==> src/rtl/led_pattern_scheduler.sv <==
// -----------------------------------------------------------------------------
// led_pattern_scheduler
//
// Steps the four LED driver channels through one of four flash patterns.
// A pattern is a list of start masks. Each mask is held until every channel
// in it has reported done. A one-cycle all-zero gap separates consecutive
// masks so that the drivers restart their counters. When a pattern has run
// REPEAT rounds, the scheduler moves on to the next pattern: either the
// pending request, or cur_mode+1.
//
// Optional feature macro: LED_SCHED_TIMEOUT_EN
//   Defined   : a per-step watchdog forces a stuck step to complete after
//               TIMEOUT_CYCLES clocks in RUN and pulses err for one cycle.
//   Undefined : no watchdog is built, RUN waits forever, and err is tied low.
//
// Ports
//   clk            system clock
//   rst_n          synchronous active-low reset
//   en             run enable; low parks the scheduler in IDLE
//   flash_ms       flash period in ms, latched at every mode start (0 -> 1)
//   mode_req_valid pattern-change request valid
//   mode_req_id    requested mode
//   mode_req_ready request slot is empty
//   done_in        per-channel one-cycle done pulses from the drivers
//   start_out      per-channel start level to the drivers
//   set_ms_out     per-channel ms setting, channel 0 in the LSBs
//   cur_mode       mode currently running
//   mode_done      one-cycle pulse when a mode finishes REPEAT rounds
//   err            one-cycle watchdog pulse (optional feature only)
// -----------------------------------------------------------------------------
module led_pattern_scheduler #(
  parameter int unsigned REPEAT         = 4,
  parameter int unsigned MS_W           = 14,
  parameter logic [23:0] TIMEOUT_CYCLES = 24'd10_000_000
) (
  input  logic              clk,
  input  logic              rst_n,
  input  logic              en,
  input  logic [MS_W-1:0]   flash_ms,
  input  logic              mode_req_valid,
  input  logic [1:0]        mode_req_id,
  output logic              mode_req_ready,
  input  logic [3:0]        done_in,
  output logic [3:0]        start_out,
  output logic [4*MS_W-1:0] set_ms_out,
  output logic [1:0]        cur_mode,
  output logic              mode_done,
  output logic              err
);

  if (REPEAT < 1 || REPEAT > 15) begin : g_bad_repeat
    $error("led_pattern_scheduler: REPEAT must be in 1..15");
  end
  if (TIMEOUT_CYCLES < 24'd2) begin : g_bad_timeout
    $error("led_pattern_scheduler: TIMEOUT_CYCLES must be at least 2");
  end

  typedef enum logic [1:0] {S_IDLE, S_GAP, S_RUN} state_t;

  state_t          state_q, state_d;
  logic [2:0]      step_q, step_d;
  logic [3:0]      round_q, round_d;
  logic [3:0]      seen_q, seen_d;
  logic [1:0]      mode_q, mode_d;
  logic            pend_v_q, pend_v_d;
  logic [1:0]      pend_id_q, pend_id_d;
  logic [MS_W-1:0] ms_q, ms_d;
  logic [3:0]      start_q, start_d;
  logic            mode_done_q, mode_done_d;
  logic            ready_q;

  logic [3:0]      mask_cur;
  logic [3:0]      hit;
  logic            done_cplt;
  logic            timeout_hit;
  logic            step_cplt;
  logic            last_step;
  logic            last_round;
  logic [MS_W-1:0] latched_ms;

  function automatic logic [3:0] step_mask(input logic [1:0] mode, input logic [2:0] step);
    logic [3:0] m;
    m = 4'b0000;
    unique case (mode)
      2'd0: begin
        unique case (step)
          3'd0:    m = 4'b0001;
          3'd1:    m = 4'b0010;
          3'd2:    m = 4'b0100;
          default: m = 4'b1000;
        endcase
      end
      2'd1: begin
        unique case (step)
          3'd0:    m = 4'b0001;
          3'd1:    m = 4'b0011;
          3'd2:    m = 4'b0111;
          3'd3:    m = 4'b1111;
          3'd4:    m = 4'b1110;
          3'd5:    m = 4'b1100;
          default: m = 4'b1000;
        endcase
      end
      2'd2:    m = (step == 3'd0) ? 4'b0101 : 4'b1010;
      default: m = 4'b1111;
    endcase
    return m;
  endfunction

  function automatic logic [2:0] final_step(input logic [1:0] mode);
    logic [2:0] s;
    unique case (mode)
      2'd0:    s = 3'd3;
      2'd1:    s = 3'd6;
      2'd2:    s = 3'd1;
      default: s = 3'd0;
    endcase
    return s;
  endfunction

  assign mask_cur   = step_mask(mode_q, step_q);
  // The done pulse that arrives in this cycle counts toward completion right away.
  assign hit        = seen_q | (done_in & mask_cur);
  assign done_cplt  = (hit == mask_cur);
  assign step_cplt  = (state_q == S_RUN) && (done_cplt || timeout_hit);
  assign last_step  = (step_q == final_step(mode_q));
  assign last_round = (round_q == 4'(REPEAT - 1));
  assign latched_ms = (flash_ms == '0) ? MS_W'(1) : flash_ms;

  // State register
  always_ff @(posedge clk) begin
    if (!rst_n) state_q <= S_IDLE;
    else        state_q <= state_d;
  end

  // Next-state logic
  always_comb begin
    state_d = state_q;
    if (!en) begin
      state_d = S_IDLE;
    end else begin
      unique case (state_q)
        S_IDLE:  state_d = S_GAP;
        S_GAP:   state_d = S_RUN;
        S_RUN:   state_d = step_cplt ? S_GAP : S_RUN;
        default: state_d = S_IDLE;
      endcase
    end
  end

  // Output and sequencing logic
  always_comb begin
    step_d      = step_q;
    round_d     = round_q;
    seen_d      = seen_q;
    mode_d      = mode_q;
    pend_v_d    = pend_v_q;
    pend_id_d   = pend_id_q;
    ms_d        = ms_q;
    mode_done_d = 1'b0;

    if (!en) begin
      step_d  = '0;
      round_d = '0;
      seen_d  = '0;
    end else begin
      unique case (state_q)
        S_IDLE: begin
          step_d  = '0;
          round_d = '0;
          seen_d  = '0;
          ms_d    = latched_ms;
        end
        S_GAP: seen_d = '0;
        S_RUN: begin
          seen_d = hit;
          if (step_cplt) begin
            seen_d = '0;
            if (!last_step) begin
              step_d = step_q + 3'd1;
            end else begin
              step_d = '0;
              if (!last_round) begin
                round_d = round_q + 4'd1;
              end else begin
                round_d     = '0;
                mode_done_d = 1'b1;
                ms_d        = latched_ms;
                if (pend_v_q) begin
                  mode_d   = pend_id_q;
                  pend_v_d = 1'b0;
                end else begin
                  mode_d = mode_q + 2'd1;
                end
              end
            end
          end
        end
        default: ;
      endcase
    end

    // The slot can only be filled while it is empty, so a fill can never
    // coincide with the boundary that drains it.
    if (mode_req_valid && ready_q) begin
      pend_v_d  = 1'b1;
      pend_id_d = mode_req_id;
    end

    start_d = (state_d == S_RUN) ? step_mask(mode_d, step_d) : 4'b0000;
  end

  always_ff @(posedge clk) begin
    if (!rst_n) begin
      step_q      <= '0;
      round_q     <= '0;
      seen_q      <= '0;
      mode_q      <= '0;
      pend_v_q    <= 1'b0;
      pend_id_q   <= '0;
      ms_q        <= '0;
      start_q     <= '0;
      mode_done_q <= 1'b0;
      ready_q     <= 1'b1;
    end else begin
      step_q      <= step_d;
      round_q     <= round_d;
      seen_q      <= seen_d;
      mode_q      <= mode_d;
      pend_v_q    <= pend_v_d;
      pend_id_q   <= pend_id_d;
      ms_q        <= ms_d;
      start_q     <= start_d;
      mode_done_q <= mode_done_d;
      ready_q     <= !pend_v_d;
    end
  end

`ifdef LED_SCHED_TIMEOUT_EN
  logic [23:0] wd_cnt_q, wd_cnt_d;
  logic        err_q;

  // The watchdog counts consecutive RUN cycles. It restarts whenever RUN is
  // left, so every step gets a full TIMEOUT_CYCLES window.
  assign timeout_hit = (state_q == S_RUN) && (wd_cnt_q == TIMEOUT_CYCLES - 24'd1) && !done_cplt;

  always_comb begin
    wd_cnt_d = '0;
    if (state_q == S_RUN && state_d == S_RUN) wd_cnt_d = wd_cnt_q + 24'd1;
  end

  always_ff @(posedge clk) begin
    if (!rst_n) begin
      wd_cnt_q <= '0;
      err_q    <= 1'b0;
    end else begin
      wd_cnt_q <= wd_cnt_d;
      err_q    <= timeout_hit && en;
    end
  end

  assign err = err_q;
`else
  assign timeout_hit = 1'b0;
  assign err         = 1'b0;
`endif

  assign start_out      = start_q;
  assign set_ms_out     = {4{ms_q}};
  assign cur_mode       = mode_q;
  assign mode_done      = mode_done_q;
  assign mode_req_ready = ready_q;

endmodule

==> config.mk <==
export PLATFORM = sky130hd
export DESIGN_NAME = led_pattern_scheduler
export DESIGN_NICKNAME = d
export VERILOG_FILES = /design/src/rtl/led_pattern_scheduler.sv
export SDC_FILE = /design/constraint.sdc
export NUM_CORES = 1
export LEC_CHECK = 0
export BUFFER_PORTS_ARGS = -buffer_cell sky130_fd_sc_hd__buf_4
export CAP_MARGIN = 20
export CORE_ASPECT_RATIO = 1.4
export CORE_MARGIN = 2
export CORE_UTILIZATION = 50
export DETAILED_ROUTE_END_ITERATION = 10
export HOLD_SLACK_MARGIN = 0.1
export PLACE_DENSITY = 0.77
export SLEW_MARGIN = 20
export SYNTH_ARGS = -nofsm -noshare
export SYNTH_HDL_FRONTEND = slang
export SYNTH_SLANG_ARGS = --single-unit
==> constraint.sdc <==
create_clock -name clk -period 3.5 [get_ports clk]
set_input_delay 0.7 -clock clk [delete_from_list [all_inputs] [get_ports clk]]
set_output_delay 0.7 -clock clk [all_outputs]
set_load 0.01 [all_outputs]
==> flow_results.xml <==
<?xml version="1.0" encoding="UTF-8"?>
<metrics>
  <group name="synth">
    <metric name="synth_warnings" unit="">0</metric>
    <metric name="ys.flop_type" unit="">dfxtp_1</metric>
    <metric name="synth_enable_flop_cells" unit="">0</metric>
    <metric name="postSynthRegisterBits" unit="">38</metric>
    <metric name="post_synth_inst_count" unit="">292</metric>
    <metric name="post_synth_num_cell_types" unit="">61</metric>
    <metric name="synth-seq-area-share" unit="%">29.8</metric>
    <metric name="syn_nets" unit="">330</metric>
    <metric name="postSynth.asyncResetShare" unit="%">0</metric>
    <metric name="syn-mean-instance-area" unit="um2">8.74</metric>
    <metric name="synth.cell_area" unit="um2">2550</metric>
  </group>
  <group name="routing">
    <metric name="detailedRoute.firstPassIterationCount" unit="">4</metric>
    <metric name="final_antenna_net_count" unit="">0</metric>
    <metric name="wirelength" unit="um">5910</metric>
    <metric name="wl_per_cell" unit="um">14.7</metric>
    <metric name="drc" unit="">0</metric>
    <metric name="vias_per_cell" unit="">5.38</metric>
    <metric name="vias" unit="">2159</metric>
    <metric name="drtIter0Drc" unit="">55</metric>
  </group>
  <group name="sta">
    <metric name="finalWorstPathRequiredPeriod" unit="ns">3.21</metric>
    <metric name="fin_skew" unit="ns">0.0101</metric>
    <metric name="drv_slew" unit="">0</metric>
    <metric name="fin_setup_tns" unit="ns">0</metric>
    <metric name="timing.final.ws_setup" unit="ns">0.291</metric>
    <metric name="setup_violations" unit="">0</metric>
    <metric name="hold_violations_final" unit="">0</metric>
    <metric name="unrepaired_setup_endpoints_after_global_routing" unit="">no</metric>
    <metric name="max-slew-margin-rel" unit="%">53.3</metric>
    <metric name="worst-slew-pin-transition" unit="ns">0.699</metric>
    <metric name="final.period_utilization" unit="%">91.7</metric>
    <metric name="maximum_achievable_frequency" unit="MHz">312</metric>
  </group>
  <group name="power_and_ir_drop">
    <metric name="clkPwrFrac" unit="%">33.0</metric>
    <metric name="ir_drop" unit="mV">0.323</metric>
    <metric name="power.net_switching" unit="mW">0.265</metric>
    <metric name="p_comb_share" unit="%">18.4</metric>
    <metric name="seq_power_share" unit="%">48.6</metric>
    <metric name="fin_total_pwr" unit="mW">0.964</metric>
    <metric name="power.static_leakage" unit="nW">1.38</metric>
    <metric name="power.share.switching" unit="%">27.5</metric>
    <metric name="power-per-cell-area" unit="nW/um2">321</metric>
    <metric name="cellInternalPower" unit="mW">0.699</metric>
  </group>
  <group name="die">
    <metric name="chipWidth" unit="um">64.4</metric>
    <metric name="coreArea" unit="um2">4880</metric>
    <metric name="io-pin-count" unit="">89</metric>
    <metric name="starting_density_of_the_core" unit="%">52.3</metric>
    <metric name="floorplan.rows" unit="">30</metric>
    <metric name="die_area" unit="um2">5700</metric>
    <metric name="fp.dieH" unit="um">88.5</metric>
  </group>
  <group name="cts">
    <metric name="holdBufCountCts" unit="">0</metric>
    <metric name="cts_inserted_buffers" unit="">5</metric>
    <metric name="htreeDepth" unit="">2</metric>
    <metric name="cts.clk_slew.worst_paths" unit="ns">0.07</metric>
    <metric name="cts_tree" unit="">done</metric>
    <metric name="clkLatencyLatePin" unit="ns">0.30</metric>
    <metric name="cts_root_buf" unit="">clkbuf_8</metric>
    <metric name="clock-sinks" unit="">38</metric>
    <metric name="ctsLongestPathBuffers" unit="">2</metric>
  </group>
  <group name="cells_and_area">
    <metric name="layout_filler_cell_count" unit="">452</metric>
    <metric name="nNetsFinal" unit="">374</metric>
    <metric name="antenna-diode-count" unit="">0</metric>
    <metric name="layout_commonest_cell" unit="">buf_4</metric>
    <metric name="top_library_cells_by_usage_in_the_layout_fill_and_taps_aside" unit="">88 x buf_4, 37 x dfxtp_1, 35 x nor2_1, 19 x mux2i_1, 19 x nand2_1</metric>
    <metric name="final_cell_area" unit="um2">3000</metric>
    <metric name="post_route_cells_drive_above_1_share" unit="%">34.7</metric>
    <metric name="layout-area-overhead-vs-synth" unit="%">17.7</metric>
  </group>
  <group name="placement">
    <metric name="portBuffers" unit="">87</metric>
    <metric name="place_congestion" unit="">0.882</metric>
    <metric name="dpl-instance-area" unit="um2">2910</metric>
    <metric name="post-place-ws" unit="ns">0.343</metric>
    <metric name="dp_hpwl" unit="um">4570</metric>
  </group>
  <group name="critical_path">
    <metric name="critical_path.max_stage_delay" unit="ns">0.44</metric>
    <metric name="regToRegSetupSlack" unit="ns">0.29</metric>
    <metric name="timing.critical_path.from" unit="">cur_mode[0]$_SDFF_PN0_</metric>
    <metric name="setup.worst_path.end_class" unit="">register</metric>
    <metric name="worst_ep_required_time" unit="ns">3.67</metric>
    <metric name="critical_path.reg2reg.startpoint" unit="">cur_mode[0]$_SDFF_PN0_</metric>
    <metric name="worst_ep_arrival_time" unit="ns">3.38</metric>
    <metric name="timing.critical_path.fanout_max" unit="">6</metric>
    <metric name="crit_slowest_cell" unit="">dfxtp_1</metric>
    <metric name="critical_path.cell_chain" unit="">inv_1 -&gt; ha_1 -&gt; or2_1 -&gt; a211oi_2 -&gt; mux2i_1 -&gt; nand4_2 -&gt; nor2_4 -&gt; mux2i_1 -&gt; nand2_1 -&gt; o41ai_1 -&gt; a21oi_1</metric>
    <metric name="worst-setup-path-type" unit="">reg2reg</metric>
    <metric name="cp-start-kind" unit="">register</metric>
    <metric name="crit_path_frequent_cell" unit="">mux2i_1</metric>
  </group>
  <group name="global_routing">
    <metric name="top_usage_layer" unit="">met2</metric>
    <metric name="groute.layer.met1.usage" unit="%">21.3</metric>
    <metric name="grt_util_all_layers" unit="%">20.5</metric>
    <metric name="grt_start_max_net_pins" unit="">22</metric>
    <metric name="groute.layer.met3.usage" unit="%">4.58</metric>
    <metric name="grt-ovfl-total" unit="">0</metric>
    <metric name="grtUsageMet2" unit="%">39.9</metric>
    <metric name="grt_antenna_before_repair" unit="">0</metric>
    <metric name="via_count_of_the_first_global_routing_pass" unit="">1927</metric>
    <metric name="wire_length_of_the_first_global_routing_pass" unit="um">9070</metric>
  </group>
  <group name="hold_path">
    <metric name="hold_path.startpoint" unit="">pend_id_q[1]$_SDFFE_PN0P_</metric>
    <metric name="path_type_of_the_worst_min_delay_path" unit="">reg2reg</metric>
  </group>
  <group name="run">
    <metric name="max_cap_violations" unit="">0</metric>
  </group>
  <group name="run_status">
    <metric name="run_status" unit="">complete, no violations</metric>
  </group>
</metrics>
## per-stage QoR
step	hold slack, ns	std cells	util [%]
4_1_cts	0.468	401	61.5
3_3_place_gp	0.450	393	59.6
2_1_floorplan	0.436	292	-
3_5_place_dp	0.460	393	59.6
6_report	0.467	401	61.6
5_1_grt	0.488	401	61.6
## synthesized netlist by cell type, drive strengths merged (3+ instances only)
cell	instances	share of area (%)
ha	14	6.9
nor3	6	1.4
nand3	9	2.0
a31oi	6	1.5
nor4	5	1.5
a21oi	11	2.6
nand4	3	1.6
dfxtp	38	30
or2	3	0.74
and2	3	0.74
nor2	39	6.9
o21ai	10	2.4
a211oi	6	2.2
o31ai	3	1.1
mux2i	20	8.0
clkbuf	4	0.59
nor2b	5	1.5
nand2	19	2.8
inv	12	1.8
buf	47	15
## cell type report
| type | count | area, um2 | share of cell area (%) |
|---|---|---|---|
| Clock buffer | 6 | 82.6 | 2.75 |
| Clock inverter | 2 | 12.5 | 0.416 |
| Inverter | 12 | 45.0 | 1.50 |
| Multi-Input combinational cell | 191 | 1360 | 45.3 |
| Sequential cell | 38 | 762 | 25.4 |
| Tap cell | 64 | 80.1 | 2.67 |
| Timing Repair Buffer | 88 | 661 | 22.0 |
## critical path: cells and delay by family, from the launching register on
| kind | cells | cell delay [ns] |
|---|---|---|
| compound gates | 3 | 0.70 |
| simple gates | 4 | 0.93 |
| fa+ha+maj | 1 | 0.28 |
| mux | 2 | 0.65 |
| buf+inv | 1 | 0.09 |
| flops | 1 | 0.44 |
## cells by family after synthesis
| group | share of synthesized area [%] |
|---|---|
| flops | 29.8 |
| simple gates | 21.7 |
| mux | 8.43 |
| fa+ha+maj | 6.86 |
| other cells | 0.147 |
| compound gates | 15.5 |
| xor+xnor | 0.686 |
| buf+inv | 16.9 |
## timing repair
action                                  4_1_cts  5_1_grt
setup buffers                                 0        0
endpoints found under the setup margin        0        1
gates resized for setup                       0        1
## power groups by stage
stage	clock (mW)	combinational (mW)	sequential (mW)
after floorplan	0	0.124	0.478
after global placement	0	0.176	0.477
after detailed placement	0	0.179	0.478
after CTS	0.325	0.179	0.468
after global routing	0.346	0.191	0.471
final	0.318	0.178	0.468
## flip-flops by register name (all words and copies together) (netlist names)
name and count:
mode_req_ready 1, mode_done 1, cur_mode 2, pend_id_q 2, ms_q 14, start_out 4, round_q 4, step_q 3
state_q 2, seen_q 4, pend_v_q 1
## routing by layer
metal	vias up	routed length (um)	part of all wire, %
met3	11	364	6.2
met1	1009	2180	37
met2	80	3230	55
met5	-	0	0
met4	0	131	2.2
li1	1059	-	-
## worst paths after layout
| path | endpoint | depth (start not counted) |
|---|---|---|
| worst max register to register | start_out[1]$_SDFF_PN0_ | 11 |
| worst min register to register | pend_id_q[1]$_SDFFE_PN0P_ | 2 |
| worst max-delay path | start_out[1]$_SDFF_PN0_ | 11 |
| worst min-delay path | pend_id_q[1]$_SDFFE_PN0P_ | 2 |
Power figures use the tool's default switching activity.
